<file path="config.mk">
export PLATFORM = sky130hd
export DESIGN_NAME = hazard_issue_ctrl
export DESIGN_NICKNAME = d
export VERILOG_FILES = /design/src/rtl/hazard_pkg.sv /design/src/rtl/instr_reg_use.sv /design/src/rtl/hazard_issue_ctrl.sv
export SDC_FILE = /design/constraint.sdc
export NUM_CORES = 1
export LEC_CHECK = 0
export CORE_MARGIN = 1
export CORE_UTILIZATION = 42
export DETAILED_ROUTE_END_ITERATION = 6
export GPL_ROUTABILITY_DRIVEN = 0
export PLACE_DENSITY = 0.61
export SYNTH_ARGS = -nofsm -noshare
export SYNTH_HDL_FRONTEND = slang
export SYNTH_SLANG_ARGS = --single-unit
</file>
<file path="constraint.sdc">
create_clock -name clk -period 4.5 [get_ports clk]
set_input_delay 0.9 -clock clk [delete_from_list [all_inputs] [get_ports clk]]
set_output_delay 0.9 -clock clk [all_outputs]
set_load 0.01 [all_outputs]
</file>
<file path="src/rtl/hazard_pkg.sv">
// hazard_pkg: opcodes, hazard bit positions and instruction field ranges shared by the issue controller
package hazard_pkg;
  localparam logic [1:0] OP_NOP   = 2'b00;
  localparam logic [1:0] OP_LOAD  = 2'b01;
  localparam logic [1:0] OP_STORE = 2'b10;
  localparam logic [1:0] OP_ADD   = 2'b11;
  localparam int HZ_RAW = 2;
  localparam int HZ_WAR = 1;
  localparam int HZ_WAW = 0;
  localparam int OP_HI = 7;
  localparam int OP_LO = 6;
  localparam int RA_HI = 5;
  localparam int RA_LO = 3;
  localparam int RB_HI = 2;
  localparam int RB_LO = 0;
endpackage

</file>
<file path="src/rtl/instr_reg_use.sv">
// instr_reg_use: decodes an instruction into source/destination register masks and destination latency
module instr_reg_use
  import hazard_pkg::*;
#(
  parameter int NREG     = 8,
  parameter int LOAD_LAT = 3,
  parameter int ADD_LAT  = 1
) (
  input  logic [7:0]      i_instr,
  output logic [NREG-1:0] o_src_mask,
  output logic [NREG-1:0] o_dest_mask,
  output logic [2:0]      o_dest_lat
);
  logic [1:0]      w_op;
  logic [NREG-1:0] w_ra_oh;
  logic [NREG-1:0] w_rb_oh;
  always_comb begin
    w_op        = i_instr[OP_HI:OP_LO];
    w_ra_oh     = NREG'(1) << i_instr[RA_HI:RA_LO];
    w_rb_oh     = NREG'(1) << i_instr[RB_HI:RB_LO];
    o_src_mask  = (w_op == OP_NOP) ? '0 : (w_op == OP_LOAD) ? w_rb_oh : (w_ra_oh | w_rb_oh);
    o_dest_mask = (w_op == OP_LOAD || w_op == OP_ADD) ? w_ra_oh : '0;
    o_dest_lat  = (w_op == OP_LOAD) ? 3'(LOAD_LAT) : (w_op == OP_STORE) ? 3'd0 : 3'(ADD_LAT);
  end
endmodule

</file>
<file path="src/rtl/hazard_issue_ctrl.sv">
// hazard_issue_ctrl: in-order issue slot that holds an instruction until its registers are free of in-flight writes
module hazard_issue_ctrl
  import hazard_pkg::*;
#(
  parameter int NREG     = 8,
  parameter int LOAD_LAT = 3,
  parameter int ADD_LAT  = 1,
  parameter int CNT_W    = 16
) (
  input  logic             clk,
  input  logic             rst,
  input  logic             in_valid,
  input  logic [7:0]       in_instr,
  output logic             in_ready,
  output logic             out_valid,
  output logic [7:0]       out_instr,
  input  logic             out_ready,
  output logic [2:0]       hazard,
  output logic [CNT_W-1:0] stall_cnt
);
  logic             r_held_v;
  logic [7:0]       r_instr;
  logic [2:0]       r_timer [NREG];
  logic [CNT_W-1:0] r_stall;
  logic [NREG-1:0]  w_src;
  logic [NREG-1:0]  w_dest;
  logic [NREG-1:0]  w_busy;
  logic [2:0]       w_lat;
  logic             w_raw;
  logic             w_waw;
  logic             w_issue;

  instr_reg_use #(
    .NREG(NREG),
    .LOAD_LAT(LOAD_LAT),
    .ADD_LAT(ADD_LAT)
  ) u_use (
    .i_instr(r_instr),
    .o_src_mask(w_src),
    .o_dest_mask(w_dest),
    .o_dest_lat(w_lat)
  );

  always_comb begin
    for (int i = 0; i < NREG; i++) w_busy[i] = r_timer[i] != 3'd0;
    w_raw          = r_held_v & |(w_src & w_busy);
    w_waw          = r_held_v & |(w_dest & w_busy);
    out_valid      = !rst & r_held_v & !w_raw & !w_waw;
    w_issue        = out_valid & out_ready;
    in_ready       = !rst & (!r_held_v | w_issue);
    hazard         = '0;
    hazard[HZ_RAW] = w_raw;
    hazard[HZ_WAR] = 1'b0;
    hazard[HZ_WAW] = w_waw;
  end

  assign out_instr = r_instr;
  assign stall_cnt = r_stall;

  // An issuing producer reloads its destination timer, taking priority over the decrement
  always_ff @(posedge clk) begin
    if (rst) begin
      r_held_v <= 1'b0;
      r_instr  <= '0;
      r_stall  <= '0;
      for (int i = 0; i < NREG; i++) r_timer[i] <= '0;
    end else begin
      if (in_valid & in_ready) begin
        r_held_v <= 1'b1;
        r_instr  <= in_instr;
      end else if (w_issue) begin
        r_held_v <= 1'b0;
      end
      if ((w_raw | w_waw) & ~&r_stall) r_stall <= r_stall + CNT_W'(1);
      for (int i = 0; i < NREG; i++)
        r_timer[i] <= (w_issue & w_dest[i]) ? w_lat : w_busy[i] ? r_timer[i] - 3'd1 : r_timer[i];
    end
  end
endmodule

</file>
# Word level (Yosys, flattened, before mapping)
# Memory sizes are Yosys's and may differ from the RTL's.
# Cells that the tools add are included.
# W data, S select, Z words.
[totals]
latch_bits = 0
elab_cells = 101
mem_count = 1
output_inout_bits = 29
rom_bits = 0
register_bits = 25
ramBits = 24
in_bits = 12
[mem_list]
columns = ["name", "words", "word_bits", "read_ports", "rd_ports_with_merged_regs", "write_ports", "line", "source"]
rows = [
  ["r_timer", 8, 3, 8, 0, 8, "hazard_issue_ctrl.sv:23", "logic [2:0] r_timer [NREG];"],
]
[classes]
shift = 2
multipliers = 0
n_addsub = 9
n_eq_ne = 3
magnitude_cmp = 0
n_reduce_logical = 19
div = 0
bitwise = 30
muxes = 34
[op_table]
columns = ["op", "count"]
rows = [
  ["$mux W3", 25],
  ["$mux W8", 3],
  ["$reduce_bool A3 Y1", 8],
  ["$sub A3 B1 Y3 const B", 8],
  ["$and A1 B1 Y1", 17],
  ["$add A16 B1 Y16 const B", 1],
  ["$and A8 B8 Y8", 2],
  ["$reduce_and A16 Y1", 1],
  ["$reduce_or A8 Y1", 2],
  ["$shl A1 B3 Y8 const A", 2],
  ["$or A1 B1 Y1", 10],
  ["$or A8 B8 Y8", 1],
  ["$mux W1", 6],
  ["$logic_not A1 Y1", 5],
  ["$eq A2 B2 Y1 const B", 2],
  ["$eq A2 B1 Y1 const B", 1],
  ["$logic_not A2 Y1", 1],
  ["$reduce_bool A2 Y1", 1],
  ["$logic_or A1 B1 Y1", 1],
]

# Logic depth before layout (Yosys ltp)
# Gate-level depths: netlist of run 1.
[depth]
ltp_word = 15
depth_mapped = 10
ltp_nobuf = 7

# Cells and area by module
# From an unflattened synthesis of run 1, not the netlist that was laid out.
[unflattened]
hier_cells = 399
hier_area_um2 = 3189.3
[by_module_without_submodules]
columns = ["mod", "n_inst", "seq_area_each_um2", "area_per_inst_um2", "cells_each"]
rows = [
  ["hazard_issue_ctrl", 1, 980.9, 2986.6, 366],
  ["instr_reg_use", 1, 0.0, 202.7, 33],
]

# Worst setup path after synthesis of run 1
# No wires, ideal clock.
[synth_path]
path_type = "reg-to-output"
from = "register r_instr[6], in the netlist out_instr[6]"
to = "output port out_valid"
n_path_buf = 3
required_time_ns = 3.600
slack_ns = 1.634
arrival_ns = 1.966
path_stages_with_launch = 10
cell_sequence = "dfxtp_1 nand2b_1 buf_6 a41oi_1 o22ai_1 nor4_2 o21a_1 buf_4 buf_2 and2_1"
[synth_via]
elab_chain_len = 9
word_cells_on_any_way = 17
cone_classes = "eq/ne: 2; mux: 3; bitwise: 6; reduce/logical: 6"
[synth_rtl]
columns = ["element", "line", "source"]
rows = [
  ["from (decl)", "hazard_issue_ctrl.sv:22", "logic [7:0] r_instr;"],
  ["from (signal assigned)", "hazard_issue_ctrl.sv:70", "r_instr <= in_instr;"],
  ["$eq A2 B1 Y1", "instr_reg_use.sv:21, instr_reg_use.sv:22", ""],
  ["$mux W8 (2 in series)", "instr_reg_use.sv:21", "o_src_mask = (w_op == OP_NOP) ? '0 : (w_op == OP_LOAD) ? w_rb_oh : (w_ra_oh | w_rb_oh);"],
  ["$and A8 B8 Y8", "hazard_issue_ctrl.sv:46", "w_raw = r_held_v & |(w_src & w_busy);"],
  ["$reduce_or A8 Y1", "hazard_issue_ctrl.sv:46", ""],
  ["$and A1 B1 Y1", "hazard_issue_ctrl.sv:46", ""],
  ["$logic_not A1 Y1", "hazard_issue_ctrl.sv:48", "out_valid = !rst & r_held_v & !w_raw & !w_waw;"],
  ["$and A1 B1 Y1", "hazard_issue_ctrl.sv:48", ""],
  ["$and A1 B1 Y1 (*)", "hazard_issue_ctrl.sv:48", ""],
  ["to (decl)", "hazard_issue_ctrl.sv:15", "output logic out_valid,"],
]
# Every way passes the cells marked *; elsewhere a longest branch is shown, timed or not.

# Worst setup path after layout of run 1
[layout_path]
from = "register r_instr[7], in the netlist out_instr[7]"
to = "output port in_ready"
[layout_via]
elab_chain_len = 12
word_cells_on_any_way = 20
cone_classes = "eq/ne: 2; mux: 3; bitwise: 9; reduce/logical: 6"
[layout_rtl]
columns = ["element", "line", "source"]
rows = [
  ["$eq A2 B1 Y1", "instr_reg_use.sv:21, instr_reg_use.sv:22", ""],
  ["$mux W8 (2 in series)", "instr_reg_use.sv:21", ""],
  ["$and A8 B8 Y8", "hazard_issue_ctrl.sv:46", ""],
  ["$reduce_or A8 Y1", "hazard_issue_ctrl.sv:46", ""],
  ["$and A1 B1 Y1", "hazard_issue_ctrl.sv:46", ""],
  ["$logic_not A1 Y1", "hazard_issue_ctrl.sv:48", ""],
  ["$and A1 B1 Y1", "hazard_issue_ctrl.sv:48", ""],
  ["$and A1 B1 Y1 (*)", "hazard_issue_ctrl.sv:48", ""],
  ["$and A1 B1 Y1 (*)", "hazard_issue_ctrl.sv:49", "w_issue = out_valid & out_ready;"],
  ["$or A1 B1 Y1 (*)", "hazard_issue_ctrl.sv:50", "in_ready = !rst & (!r_held_v | w_issue);"],
  ["$and A1 B1 Y1 (*)", "hazard_issue_ctrl.sv:50", ""],
  ["to (decl)", "hazard_issue_ctrl.sv:14", "output logic in_ready,"],
]
# Marked as above.

==> impl_metrics.ini, run 1 <==
[routing]
ant_nets = 0
route.detailed.drc = 0
routed_wl_mm = 5.65
avgRoutedWirePerCell_um = 14.2
vias = 2224
wl_met2_mm = 2.40
dr_wl_met3_um = 231
routed_via_density = 5.59
highest-signal-layer = met4
drt_pass1_iterations = 4
m1WireLength_mm = 2.94
drt_iter0_markers = 149

[floorplanning]
die-area_um2 = 6470
die_y_um = 80.4
ios = 41
fp-row-count = 28
start_util = 0.436
coreArea_um2 = 5920
dieWidth_um = 80.4

[synthesis]
ys_top_cells_by_area = dfxtp_1 (38%), mux2_4 (4.6%), nor2b_1 (4.4%)
synth_most_common_cell = dfxtp_1
syn_area_per_cell_um2 = 8.79
synth_top_area_share = 0.380
synth_common_cells = dfxtp_1 (49), nor2_1 (27), nand2_1 (22)
synth-seq-cells = 49
ys.warnings.count = 0
syn_inst = 294
synth.distinct_cells = 48
synth_top_flop_cell = dfxtp_1
synth_edf_count = 0
syn_nets = 307
synth.yosys.seq_area_share = 0.380
ys_async_sr_fraction = 0
synthesis.area_um2 = 2580
yosysTopAreaCell = dfxtp_1

[clock_tree]
cts_sinks = 49
cts_hold_buffers = 0
cts_tree = yes
worstSkewPairLatency_ns = 0.30
ctsRootBufferMaster = clkbuf_8
clockBufferDepth = 2
path_clk_slew_ns = 0.09
h-tree-depth = 2
post_cts_buffers = 0
cts_resized = 0
cts_made_buffers = 5

[power_and_ir_drop]
switching_share = 0.244
p_per_area_nw_per_um2 = 269
seqPwrFrac = 0.557
power_leakage_nw = 1.05
internal-power_mw = 0.622
total_power_mw = 0.822
p_switching_mw = 0.201
max-vdd-ir-drop_mv = 0.143
power_frac_clock = 0.346
p_comb_frac = 0.097

[global_route]
grt_antenna_before_repair = 0
grt_pass1_vias = 1937
grt_max_degree = 60
grt-ovfl-total = 0
track_usage = 0.182
grt_pass1_wl_mm = 9.03

[timing]
fin_skew_ns = 0.00396
maxSlewHeadroom = 0.493
finalCritPeriodShare = 0.822
maxClockFrequency_mhz = 270
period_needed_ns = 3.70
slew_viol_final = 0
hold_viol = 0
setup_viol_count_final = 0
fin_setup_tns_ns = 0
worst_pin_slew_ns = 0.760
rsz0062_at_grt = no

[setup_path]
required_ns = 3.60
cp_slowest_cell = clkdlybuf4s50_1
crit_buf_inv = 1
end_kind = primary output
worstSetupPathType = flop to primary output
critPathMaxFanout = 12
arrival_ns = 2.80
cpLargestDelayFamily = simple AND/OR/NAND/NOR gates
path_cells = nand2b_1 > a41oi_1 > o22ai_1 > nor4_2 > o211ai_2 > a21oi_1 > clkdlybuf4s50_1
cp_slowest_stage_delay_ns = 0.56
startpoint_type = flop

[outcome]
status = completed

[finish]
nets = 335
area_growth_pct = 18.5
n_antenna_cell = 0
drive_above_1_share = 0.111
finish.utilization = 0.517

[placement]
place_hpwl_mm = 3.84
portBuffers = 39

[flow_run]
maxCapViolCount = 0

[hold_path]
hold_path.class = flop to flop
==> cell families (layout without fill, tap and decap cells) <==
kind of cell	Yosys count	after routing	synth area share
AND/OR/NAND/NOR	135	135	0.301
AO/OA/AOI/OAI	66	66	0.173
flip-flops	49	49	0.380
buffers and inverters	24	53	0.0513
multiplexers	18	18	0.0886
adder cells (fa/ha/maj)	1	1	0.00484
other	1	1	0.00145
==> routing by layer <==
metal,global-route usage,vias to the layer above
met1,0.255,1041
met2,0.265,50
met4,0.0714,0
met5,0,-
li1,-,1124
met3,0.0420,9
==> worst register-to-register path, delay by kind of cell (launching register included) <==
kind,cells,cell delay [ns]
AND/OR/NAND/NOR,2,0.76
multiplexers,1,0.36
AO/OA/AOI/OAI,4,1.05
flip-flops,1,0.46
==> sequential cells by signal (all words and copies together), names as in the netlist <==
register   flops
out_instr      8
r_timer       24
stall_cnt     16
r_held_v       1
==> power groups by stage <==
stage	clock network (mW)	logic, mW	registers (mW)
global placement	0	0.0794	0.467
global route	0.311	0.0858	0.460
detailed placement	0	0.0796	0.468
CTS	0.294	0.0801	0.457
finish	0.285	0.0800	0.458
floorplan	0	0.0559	0.460
==> stage by stage <==
step           worst slack (ns)  std cells  area [µm²]  hold WS (ns)
3_5_place_dp               1.16        390        2960         0.488
3_3_place_gp               1.22        390        2960         0.481
4_1_cts                   0.804        398        3060         0.503
6_report                  0.801        398        3060         0.498
2_1_floorplan              1.63        294        2580         0.471
5_1_grt                   0.589        398        3060         0.524
==> cells in the final DEF (no fill, tap or decap), drive strengths merged, types with 10 or more instances in the layout <==
cell            n
clkdlybuf4s50  38
dfxtp          49
mux2           15
nand2          22
nor2           27
nor2b          18
nor3           13
nor3b          10
o21ai          16
o31ai          13
==> path summary, 6_finish.rpt <==
kind                                       to  cells after the start  slack, ns          start
worst max-delay path                 in_ready                      7       0.80   out_instr[7]
worst min-delay path            stall_cnt[15]                      2       0.50  stall_cnt[15]
worst max register to register   out_instr[5]                      7       1.76   out_instr[7]
worst min register to register  stall_cnt[15]                      2       0.50  stall_cnt[15]
==> area by class of cell <==
type | instances | area (µm²)
Fill cell | 574 | 2860
Multi-Input combinational cell | 221 | 1470
Sequential cell | 49 | 981
Timing Repair Buffer | 41 | 400
Clock buffer | 7 | 96.3
Tap cell | 75 | 93.8
Inverter | 4 | 15.0
Clock inverter | 1 | 5.00
Power figures use the tool's default switching activity.
==> inputs of run 2 (changes only) <==
Clock period 4.5 ns to 3.85 ns, I/O delays scaled along.
==> run 2 against run 1 <==
Effect of this change:
- clock power rose by 34%
- global-route usage rose by 0.41 points
- critical path depth is the same
- total power increased by 23%
- critical endpoint unchanged
- final cell count unchanged
- non-clock buffer count did not move
- cell area grew 0.61%
- combinational power grew 17%
- worst hold slack improved by 0.0031 ns
- flip-flop and latch count did not move
- register-to-register slack worse by 0.64 ns
- via count shrank 2.4%
==> impl_metrics.ini, run 2 (synthesized netlist as in run 1, its figures left out) <==
[setup_path]
critPathMaxFanout = 9
reg2reg_slack_ns = 1.12
reg2reg_depth = 7
worstSetupPathType = flop to primary output
end_kind = primary output
arrival_ns = 2.78
r2r-end = out_instr[7]
required_ns = 3.08
rr_startpoint = out_instr[3]
startpoint_type = flop

[finish]
drive_above_1_share = 0.111
final_cell_mix = dfxtp_1 (49), clkdlybuf4s50_1 (38), nor2_1 (27), nand2_1 (22), nor2b_1 (18)
nets = 335
largest_reg_flops = 24
n_antenna_cell = 0
area_growth_pct = 19.2
finish.utilization = 0.520
top_register = r_timer
final_common_cell = dfxtp_1

[clock_tree]
cts_tree = yes
cts_resized = 0
clockBufferDepth = 2
path_clk_slew_ns = 0.09
cts_sinks = 49
ctsRootBufferMaster = clkbuf_8
worstSkewPairLatency_ns = 0.30
cts_made_buffers = 5
h-tree-depth = 2
cts_hold_buffers = 0
post_cts_buffers = 0

[routing]
route.detailed.drc = 0
drt_iter0_markers = 96
drt_pass1_iterations = 4
ant_nets = 0
avgRoutedWirePerCell_um = 14.1
vias = 2170
routed_wl_mm = 5.62
routed_via_density = 5.45

[timing]
maxSlewHeadroom = 0.517
hold_viol = 0
fin_setup_tns_ns = 0
setup_viol_count_final = 0
worst_pin_slew_ns = 0.725
rsz0062_at_grt = no
finalCritPeriodShare = 0.922
maxClockFrequency_mhz = 282
period_needed_ns = 3.55
fin_skew_ns = 0.0109
slew_viol_final = 0

[global_route]
track_usage = 0.186
grt_pass1_wl_mm = 9.34
grt_pass1_vias = 1958
grt-ovfl-total = 0
grt_max_degree = 60
grt_antenna_before_repair = 0

[floorplanning]
ios = 41
die_y_um = 80.4
die-area_um2 = 6470
coreArea_um2 = 5920
fp-row-count = 28
start_util = 0.436
dieWidth_um = 80.4

[flow_run]
maxCapViolCount = 0

[power_and_ir_drop]
p_switching_mw = 0.235
p_per_area_nw_per_um2 = 328
p_comb_frac = 0.092
power_leakage_nw = 1.05
max-vdd-ir-drop_mv = 0.191
seqPwrFrac = 0.530
switching_share = 0.232
power_frac_clock = 0.378
internal-power_mw = 0.775

[hold_path]
whs_path_depth = 1
worstHoldStart = r_timer[1][11]
whs_endpoint = r_timer[1][11]
hold_path.class = flop to flop

[placement]
place_hpwl_mm = 3.82
portBuffers = 39

[outcome]
status = completed
## run 2: cell types whose count changed in the layout (fill, tap and decap cells not counted), sizes merged
cell      before  now
bufinv         0    1
clkbuf         7    6
clkinv         1    0
clkinvlp       0    1
## run 2: critical path, cell delays in order (launching register included)
cell	delay, ns
dfxtp_1	0.59
inv_2	0.19
a32oi_1	0.24
o22ai_1	0.12
nor4_2	0.45
o211ai_2	0.16
a21oi_1	0.17
clkdlybuf4s50_1	0.56
## run 2: area by class of cell
class	count	area [µm²]
inverter	4	15.0
clock buffer	6	82.6
sequential	49	981
timing repair buffer	41	400
multi-input combinational	221	1470
tap	75	93.8
clock inverter	2	37.5
fill	597	2840
## run 2: power groups by stage
stage	registers, mW	clock network (mW)	logic, mW
6_report	0.535	0.382	0.0933
5_1_grt	0.537	0.414	0.101
4_1_cts	0.535	0.394	0.0938
3_5_place_dp	0.546	0	0.0933
3_3_place_gp	0.546	0	0.0933
2_1_floorplan	0.538	0	0.0654
## run 2: stage by stage
stage	total power [mW]	instance area, µm²	setup WS [ns]	instances	hold slack [ns]
after detailed placement	0.639	2960	0.652	390	0.488
after CTS	1.02	3080	0.269	398	0.503
after floorplan	0.603	2580	1.11	294	0.471
after global routing	1.05	3080	0.0738	398	0.513
final	1.01	3080	0.301	398	0.501
after global placement	0.640	2960	0.697	390	0.480
## run 2: layer usage
layer  global-route usage  wire length, µm  vias to the layer above  part of all wire
met5                    0                0                        -                 0
met4               0.0643               53                        0            0.0094
met3               0.0432              201                        4             0.036
met2                0.264             2370                       34              0.42
met1                0.270             3000                     1007              0.53
li1                     -                -                     1125                 -
## run 2: how the worst max path moves through the flow
| stage | endpoint | slack [ns] | start | depth (start not counted) |
|---|---|---|---|---|
| 2_1_floorplan | out_valid | 1.11 | out_instr[6] | 9 |
| 3_3_place_gp | in_ready | 0.70 | out_instr[3] | 7 |
| 3_5_place_dp | in_ready | 0.65 | out_instr[7] | 7 |
| 4_1_cts | in_ready | 0.27 | out_instr[7] | 7 |
| 5_1_grt | in_ready | 0.07 | out_instr[7] | 7 |
| 6_report | in_ready | 0.30 | out_instr[3] | 7 |
==> inputs of run 3 (changes only) <==
Settings changed: CORE_MARGIN 1 to 2.
==> run 3 against run 2 <==
Effect of this change:
- worst hold slack worse by 0.0031 ns
- utilization down 0.55 points
- clock power down 20%
- via count up 1.2%
- worst setup slack better by 0.015 ns
- first-iteration DRC count up 28%
- wire length up 2.9%
- global-route usage down 0.39 points
- die area up 5.0%
- non-clock buffer count unchanged
- largest cell class unchanged
- largest power group unchanged
==> impl_metrics.ini, run 3 (synthesized netlist as in run 1, its figures left out) <==
[outcome]
status = completed

[clock_tree]
cts_resized = 0
worstSkewPairLatency_ns = 0.30
path_clk_slew_ns = 0.09
clockBufferDepth = 2
cts_hold_buffers = 0
ctsRootBufferMaster = clkbuf_8
cts_sinks = 49
h-tree-depth = 2
cts_made_buffers = 5
cts_tree = yes
post_cts_buffers = 0

[routing]
route.detailed.drc = 0
avgRoutedWirePerCell_um = 14.5
drt_iter0_markers = 123
routed_via_density = 5.52
ant_nets = 0
routed_wl_mm = 5.78
vias = 2197
drt_pass1_iterations = 4

[finish]
n_antenna_cell = 0
fillers = 573
finish.utilization = 0.515
final_cell_mix = dfxtp_1 (49), clkdlybuf4s50_1 (38), nor2_1 (27), nand2_1 (22), nor2b_1 (18)
drive_above_1_share = 0.108
nets = 335
top_register = r_timer
finalNonFillerCells = 398
area_growth_pct = 18.0
largest_reg_flops = 24
final_common_cell = dfxtp_1

[timing]
rsz0062_at_grt = no
setup_viol_count_final = 0
maxSlewHeadroom = 0.508
finalCritPeriodShare = 0.918
hold_viol = 0
worst_pin_slew_ns = 0.738
period_needed_ns = 3.53
maxClockFrequency_mhz = 283
hold_ws_ns = 0.498
fin_skew_ns = 0.00811
fin_setup_tns_ns = 0
slew_viol_final = 0

[setup_path]
startpoint_type = flop
arrival_ns = 2.76
end_kind = primary output
worstSetupPathType = flop to primary output
reg2reg_slack_ns = 1.12
required_ns = 3.08
critPathMaxFanout = 12

[power_and_ir_drop]
seqPwrFrac = 0.574
power_leakage_nw = 1.03
internal-power_mw = 0.692
switching_share = 0.258
p_comb_frac = 0.099
total_power_mw = 0.933
power_frac_clock = 0.327
p_per_area_nw_per_um2 = 306
max-vdd-ir-drop_mv = 0.176
p_switching_mw = 0.240

[hold_path]
hold_path.class = flop to flop

[global_route]
grt_antenna_before_repair = 0
grt_pass1_vias = 1979
grt-ovfl-total = 0
track_usage = 0.182
grt_max_degree = 60
grt_pass1_wl_mm = 9.53

[placement]
portBuffers = 39
place_hpwl_mm = 3.88
dpl.cell_count = 390

[floorplanning]
fp-row-count = 28
start_util = 0.436
coreArea_um2 = 5920
ios = 41
die_y_um = 82.4
dieWidth_um = 82.4
die-area_um2 = 6790

[flow_run]
maxCapViolCount = 0
-- run 3: changes by cell type in the layout (fill, tap and decap cells not counted) --
cell and change:
clkbuf_1 +1, bufinv_16 -1, clkbuf_8 -1, clkinvlp_4 +1
-- run 3: power groups by stage --
stage | logic [mW] | clock network [mW] | registers [mW]
final | 0.0927 | 0.305 | 0.535
after detailed placement | 0.0926 | 0 | 0.547
after floorplan | 0.0654 | 0 | 0.538
after global routing | 0.101 | 0.339 | 0.539
after global placement | 0.0923 | 0 | 0.547
after CTS | 0.0929 | 0.318 | 0.535
-- run 3: per-stage QoR --
| step | cell area, µm² | worst slack, ns |
|---|---|---|
| after floorplan | 2580 | 1.11 |
| after detailed placement | 2960 | 0.662 |
| after global routing | 3050 | 0.0898 |
| after global placement | 2960 | 0.695 |
| after CTS | 3050 | 0.302 |
| final | 3050 | 0.316 |
-- run 3: final timing paths --
check,from,end,cells after the start
min reg2reg,r_timer[1][11],r_timer[1][11],1
min,r_timer[1][11],r_timer[1][11],1
max,out_instr[7],in_ready,7
max reg2reg,out_instr[7],out_instr[3],7
-- run 3: cell type report --
class	instances	area [µm²]	area share
Inverter	4	15.0	0.00493
Clock inverter	2	15.0	0.00493
Timing Repair Buffer	41	400	0.131
Tap cell	75	93.8	0.0308
Sequential cell	49	981	0.322
Multi-Input combinational cell	221	1470	0.482
Clock buffer	6	72.6	0.0238
-- run 3: critical path, cell delays in order, from the launching register on --
cell and delay, ns:
dfxtp_1 0.45, nand2b_1 0.32, a41oi_1 0.27, o22ai_1 0.10
nor4_2 0.43, o211ai_2 0.16, a21oi_1 0.17, clkdlybuf4s50_1 0.55
-- run 3: per-layer routing --
metal	wire, µm	up-vias	track usage
met3	305	2	0.0478
met1	2940	1025	0.270
li1	-	1129	-
met4	40	0	0.0600
met2	2500	41	0.252
met5	0	-	0
